<file path="config.mk">
export PLATFORM = sky130hd
export DESIGN_NAME = restador_serial_flat
export DESIGN_NICKNAME = d
export VERILOG_FILES = /design/src/rtl/restador_serial_if.sv /design/src/rtl/restador_serial.sv /design/src/flat_wrapper.sv
export SDC_FILE = /design/constraint.sdc
export NUM_CORES = 1
export LEC_CHECK = 0
export BUFFER_PORTS_ARGS = -buffer_cell sky130_fd_sc_hd__buf_2
export CORE_MARGIN = 1
export CORE_UTILIZATION = 45
export CTS_CLUSTER_SIZE = 16
export DETAILED_ROUTE_END_ITERATION = 12
export PLACE_DENSITY = 0.66
export SYNTH_ARGS = -nofsm -noshare
export SYNTH_HDL_FRONTEND = slang
export SYNTH_SLANG_ARGS = --single-unit
</file>
<file path="constraint.sdc">
create_clock -name clk -period 3 [get_ports clk]
set_input_delay 0.45 -clock clk [delete_from_list [all_inputs] [get_ports clk]]
set_output_delay 0.45 -clock clk [all_outputs]
set_load 0.03 [all_outputs]
</file>
<file path="src/rtl/restador_serial_if.sv">
// Start/done handshake, operand and result/flag bundle for the bit-serial subtractor.
// The ALU control FSM drives the master side.
interface restador_serial_if #(
  parameter int WIDTH = 4
) ();
  logic             start;
  logic [WIDTH-1:0] A_num;
  logic [WIDTH-1:0] B_num;
  logic             busy;
  logic             done;
  logic [WIDTH-1:0] result;
  logic             borrow_out;
  logic             flag_n;
  logic             flag_z;
  logic             flag_v;

  modport master (
    output start, A_num, B_num,
    input  busy, done, result, borrow_out, flag_n, flag_z, flag_v
  );

  modport slave (
    input  start, A_num, B_num,
    output busy, done, result, borrow_out, flag_n, flag_z, flag_v
  );
endinterface

</file>
<file path="src/rtl/restador_serial.sv">
// Bit-serial WIDTH-bit subtractor A_num - B_num, LSB first, one bit per clock.
// It uses a single registered borrow and reports N/Z/V/borrow flags on completion.
module restador_serial #(
  parameter int WIDTH = 4
) (
  input  logic               clk,
  input  logic               rst_n,
  restador_serial_if.slave   bus
);

  typedef enum logic [1:0] {
    IDLE = 2'd0,
    RUN  = 2'd1,
    DONE = 2'd2
  } state_e;

  localparam int CW = (WIDTH > 2) ? $clog2(WIDTH) : 1;

  state_e           state_q,      state_d;
  logic [WIDTH-1:0] shift_a_q,    shift_a_d;
  logic [WIDTH-1:0] shift_b_q,    shift_b_d;
  logic [WIDTH-1:0] diff_q,       diff_d;
  logic             borrow_q,     borrow_d;
  logic [CW-1:0]    count_q,      count_d;
  logic             a_msb_q,      a_msb_d;
  logic             b_msb_q,      b_msb_d;
  logic [WIDTH-1:0] result_q,     result_d;
  logic             borrow_out_q, borrow_out_d;
  logic             flag_n_q,     flag_n_d;
  logic             flag_z_q,     flag_z_d;
  logic             flag_v_q,     flag_v_d;

  logic             bit_a, bit_b, diff_bit, borrow_next;
  logic [WIDTH-1:0] diff_next;

  always_comb begin
    bit_a       = shift_a_q[0];
    bit_b       = shift_b_q[0];
    diff_bit    = bit_a ^ bit_b ^ borrow_q;
    borrow_next = (~bit_a & bit_b) | (~(bit_a ^ bit_b) & borrow_q);
    diff_next   = {diff_bit, diff_q[WIDTH-1:1]};
  end

  always_comb begin
    state_d      = state_q;
    shift_a_d    = shift_a_q;
    shift_b_d    = shift_b_q;
    diff_d       = diff_q;
    borrow_d     = borrow_q;
    count_d      = count_q;
    a_msb_d      = a_msb_q;
    b_msb_d      = b_msb_q;
    result_d     = result_q;
    borrow_out_d = borrow_out_q;
    flag_n_d     = flag_n_q;
    flag_z_d     = flag_z_q;
    flag_v_d     = flag_v_q;

    unique case (state_q)
      IDLE, DONE: begin
        // DONE accepts a new request exactly like IDLE so operations can run back to back.
        if (bus.start) begin
          state_d   = RUN;
          shift_a_d = bus.A_num;
          shift_b_d = bus.B_num;
          a_msb_d   = bus.A_num[WIDTH-1];
          b_msb_d   = bus.B_num[WIDTH-1];
          diff_d    = '0;
          borrow_d  = 1'b0;
          count_d   = '0;
        end else begin
          state_d   = IDLE;
        end
      end
      RUN: begin
        shift_a_d = {1'b0, shift_a_q[WIDTH-1:1]};
        shift_b_d = {1'b0, shift_b_q[WIDTH-1:1]};
        diff_d    = diff_next;
        borrow_d  = borrow_next;
        if (count_q == CW'(WIDTH - 1)) begin
          state_d      = DONE;
          result_d     = diff_next;
          borrow_out_d = borrow_next;
          flag_n_d     = diff_next[WIDTH-1];
          flag_z_d     = (diff_next == '0);
          flag_v_d     = (a_msb_q != b_msb_q) && (diff_next[WIDTH-1] != a_msb_q);
        end else begin
          count_d      = count_q + 1'b1;
        end
      end
      default: state_d = IDLE;
    endcase
  end

  always_ff @(posedge clk or negedge rst_n) begin
    if (!rst_n) begin
      state_q      <= IDLE;
      shift_a_q    <= '0;
      shift_b_q    <= '0;
      diff_q       <= '0;
      borrow_q     <= 1'b0;
      count_q      <= '0;
      a_msb_q      <= 1'b0;
      b_msb_q      <= 1'b0;
      result_q     <= '0;
      borrow_out_q <= 1'b0;
      flag_n_q     <= 1'b0;
      flag_z_q     <= 1'b0;
      flag_v_q     <= 1'b0;
    end else begin
      state_q      <= state_d;
      shift_a_q    <= shift_a_d;
      shift_b_q    <= shift_b_d;
      diff_q       <= diff_d;
      borrow_q     <= borrow_d;
      count_q      <= count_d;
      a_msb_q      <= a_msb_d;
      b_msb_q      <= b_msb_d;
      result_q     <= result_d;
      borrow_out_q <= borrow_out_d;
      flag_n_q     <= flag_n_d;
      flag_z_q     <= flag_z_d;
      flag_v_q     <= flag_v_d;
    end
  end

  assign bus.busy       = (state_q == RUN);
  assign bus.done       = (state_q == DONE);
  assign bus.result     = result_q;
  assign bus.borrow_out = borrow_out_q;
  assign bus.flag_n     = flag_n_q;
  assign bus.flag_z     = flag_z_q;
  assign bus.flag_v     = flag_v_q;

endmodule
</file>
<file path="src/flat_wrapper.sv">
// flat-port wrapper written by rule: the top's interface ports become plain ports
module restador_serial_flat 
#(
  parameter int WIDTH = 4
)
  (clk, rst_n, bus_start, bus_A_num, bus_B_num, bus_busy, bus_done, bus_result, bus_borrow_out, bus_flag_n, bus_flag_z, bus_flag_v);
  restador_serial_if #(.WIDTH(WIDTH)) bus_i ();
  input  logic clk;
  input  logic rst_n;
  input wire logic [$bits(bus_i.start)-1:0] bus_start;
  input wire logic [$bits(bus_i.A_num)-1:0] bus_A_num;
  input wire logic [$bits(bus_i.B_num)-1:0] bus_B_num;
  output wire logic [$bits(bus_i.busy)-1:0] bus_busy;
  output wire logic [$bits(bus_i.done)-1:0] bus_done;
  output wire logic [$bits(bus_i.result)-1:0] bus_result;
  output wire logic [$bits(bus_i.borrow_out)-1:0] bus_borrow_out;
  output wire logic [$bits(bus_i.flag_n)-1:0] bus_flag_n;
  output wire logic [$bits(bus_i.flag_z)-1:0] bus_flag_z;
  output wire logic [$bits(bus_i.flag_v)-1:0] bus_flag_v;
  assign bus_i.start = bus_start;
  assign bus_i.A_num = bus_A_num;
  assign bus_i.B_num = bus_B_num;
  assign bus_busy = bus_i.busy;
  assign bus_done = bus_i.done;
  assign bus_result = bus_i.result;
  assign bus_borrow_out = bus_i.borrow_out;
  assign bus_flag_n = bus_i.flag_n;
  assign bus_flag_z = bus_i.flag_z;
  assign bus_flag_v = bus_i.flag_v;
  restador_serial #(.WIDTH(WIDTH)) u_core (.clk(clk), .rst_n(rst_n), .bus(bus_i));
endmodule
</file>
==> summary.md <==
| Metric | Value |
|---|---|
| Status | finished clean |
| Fmax | ~470 MHz |
| Root Buffer | clkbuf_4 |
| Number of synthesized flops with an enable pin | 0 |
| Maximum VDD drop | 525.6 uV |
| Avg Vias per Cell | 5.178 |
| DIE HEIGHT | 53.88 um |
| Initial antenna violation count | 0 |
| Pins Over Slew Limit | 0 |
| HP Class | input port to asynchronous set/reset pin |
| RD Place Congestion | 0.7523 |
| Cell count after synthesis | 105 |
| Clock buffer depth | 2 |
| Crit Path Class | flip-flop to output pin |
| Nets | 137 |
| Wire length per cell | 13.09 um |
| Worst path arrival time | 1.70 ns |
| Die Width | 53.88 um |
| IO Pins | 21 |
| Worst-path clk slew | 0.13 ns |
| Unique masters post-synth | 28 |
| GRT Total Usage | between 15 and 20% |
| Post-CTS setup buffers | 0 |
| Slowest stage cell on the critical path | dfrtp_1 |
| Worst Path Buf+Inv | 2 |
| Initial DRT Pass Iterations | 4 |
| Syn Area/Cell | 11.53 um2 |
| Seq/Total Area, Yosys | about half |
| Worst-path maximum fanout | 18 |
| Pwr dens | 1110 nW/um2 |
| Post-route setup TNS | 0 ns |
| CP cell instances | nand2b_1 > inv_2 > buf_2 |
| Routed via count | 787 |
| Synth Cell Area | about 1200 um2 |
| Synth Flop Type | dfrtp_1 |
| Period utilization | 71.62% |
| Initial DRC Count | 8 |
| Setup Viol. Count Final | 0 |
| CP max stage delay | 0.72 ns |
| Skew-Pair Late Insertion Delay | roughly 0.31 ns |
| Worst slew margin | 56.63% |
| First-pass GRT wire length | 3408 um |
| FP Rows | 18 |
| Starting Density | between 40% and 50% |
| Number of remaining DRC errors | 0 |
| Seq cells post-synth | 25 |
| Num CTS Buffers | 3 |
| Largest area contributor in the netlist | dfrtp_1 |
| Worst setup SP type | flip-flop |
| Final ANT Viol Nets | 0 |
| Clk sink count | 25 |
| Max Cap Violations | 0 |
| Pwr Total | 0.001470 W |
| Fraction of layout cells with a size suffix above 1 | 27.87% |
| CP endpoint kind | output pin |
| GR Overflow Total | 0 |
| Antenna cells | 0 |
| Cell with the most instances after synthesis | dfrtp_1 |
| CTS resizes | 0 |
| CTS tree | yes |
| Data required time of the worst path | 2.55 ns |
| Post-synth ARST share | 100.0% |
| Yosys warns | 0 |
| Count of final hold-check violations | 0 |
| Area growth syn-to-layout | 9.401% |
| Hold_buf cts | 0 |
| Routed wire length | 1989 um |
| HPWL after detailed placement | 1410 um |
| Top post-synthesis cells by area | dfrtp_1 (52%), mux2_4 (5.0%), a22o_1 (4.3%) |
| Largest net degree at the start of global routing | 26 |
| DIE AREA | approximately 2900 um2 |
| H-Tree Depth | 1 |
| CP top delay family | flip-flops |
| Synth top cells by count | dfrtp_1 (25), nand2_1 (11), a22o_1 (6), nor2_1 (6) |
| Area of the core | 2500 um2 |
| Worst-margin pin slew | 0.6492 ns |
| Final worst path period need | 2.149 ns |
| Syn Nets | 119 |
| Vias in the first global route | 750 |
| Clock Skews | 0.008752 ns |
| RSZ-0062 raised after global routing | no |
| Port buffer count | 20 |
| Leakage power | 0.6651 nW |
| Share of the synthesized area in the top cell type | 51.65% |
-- layout by cell type, fill, tap and decap left out, types with 3 or more instances in the layout --
cell,instances
nor2b_1,4
nand2_1,11
clkbuf_4,3
mux2_4,4
mux2i_1,4
o21ai_0,4
nor2_1,6
a22o_1,6
buf_2,20
o22ai_1,4
a21oi_1,3
inv_1,4
mux2_2,3
dfrtp_1,25
nor3_1,4
-- through the flow --
stage                     hold WS (ns)  setup slack, ns  area [um2]  std cells  utilization (%)
after floorplan                 0.1544            1.492        1211        105                -
after global placement          0.4571            1.242        1299        148            51.95
after detailed placement        0.4687            1.216        1299        148            51.95
after CTS                       0.1196           0.8395        1325        152            53.00
after global routing            0.1556           0.7185        1325        152            53.00
final                           0.1066           0.8514        1325        152            53.00
-- worst reg2reg max path, delay by kind of cell, from the launching register on --
kind / cells / cell delay [ns]
AO/OA/AOI/OAI: 1 / 0.16
buffers and inverters: 1 / 0.08
AND/OR/NAND/NOR: 1 / 0.39
adder cells (fa/ha/maj): 1 / 0.48
flip-flops: 1 / 0.43
-- metal layers --
metal | vias up | GRT usage (%) | part of all wire, %
li1 | 397 | - | -
met5 | - | 0 | 0
met4 | 0 | 7.895 | 0.96
met2 | 17 | 25.93 | 42
met3 | 2 | 2.825 | 4.0
met1 | 371 | 23.50 | 53
-- path summary, 6_finish.rpt --
kind / start / end / slack (ns) / depth (start not counted)
min in group clk: bus_A_num[3] / u_core.a_msb_q / 0.35 / 3
worst min-delay path: rst_n / u_core.bus.result[3] / 0.11 / 1
worst max-delay path: u_core.state_q[0] / bus_busy / 0.85 / 3
worst min register to register: u_core.bus.flag_v / u_core.bus.flag_v / 0.49 / 2
max in group asynchronous: rst_n / u_core.bus.borrow_out / 2.53 / 1
worst max register to register: u_core.shift_b_q[0] / u_core.bus.flag_z / 1.39 / 4
-- cells by family (layout without fill, tap and decap cells) --
family	after synthesis	in the layout	share of synthesized area, %
buf+inv	12	29	5.681
flops	25	25	51.65
xor+xnor	1	1	0.7233
mux	11	11	11.05
compound gates	20	20	11.26
simple gates	33	33	15.29
fa+ha+maj	3	3	4.339
-- final cells by class --
class                           count  area [um2]
Clock buffer                        4       26.28
Timing Repair Buffer               20       100.1
Sequential cell                    25       625.6
Multi-Input combinational cell     68       516.7
Inverter                            5       18.77
Tap cell                           30       37.54
Fill cell                         220        1175
-- power breakdown --
part / switching [W] / leakage [nW] / internal, W / total [W]
combinational: 0.000371 / 0.338 / 0.000322 / 0.000693
sequential: 0.000149 / 0.312 / 0.000484 / 0.000633
clock: 0.0000924 / 0.0150 / 0.0000518 / 0.000144
total: 0.000613 / 0.665 / 0.000858 / 0.00147
-- registers in the layout (all words and copies together) (netlist names) --
register / cells
u_core.diff_q: 3
u_core.state_q: 2
u_core.a_msb_q: 1
u_core.borrow_q: 1
u_core.count_q: 2
u_core.bus.flag_v: 1
u_core.bus.borrow_out: 1
u_core.bus.result: 4
u_core.b_msb_q: 1
u_core.shift_b_q: 4
u_core.shift_a_q: 4
u_core.bus.flag_z: 1
No activity file was read; power rests on OpenSTA's default activity.
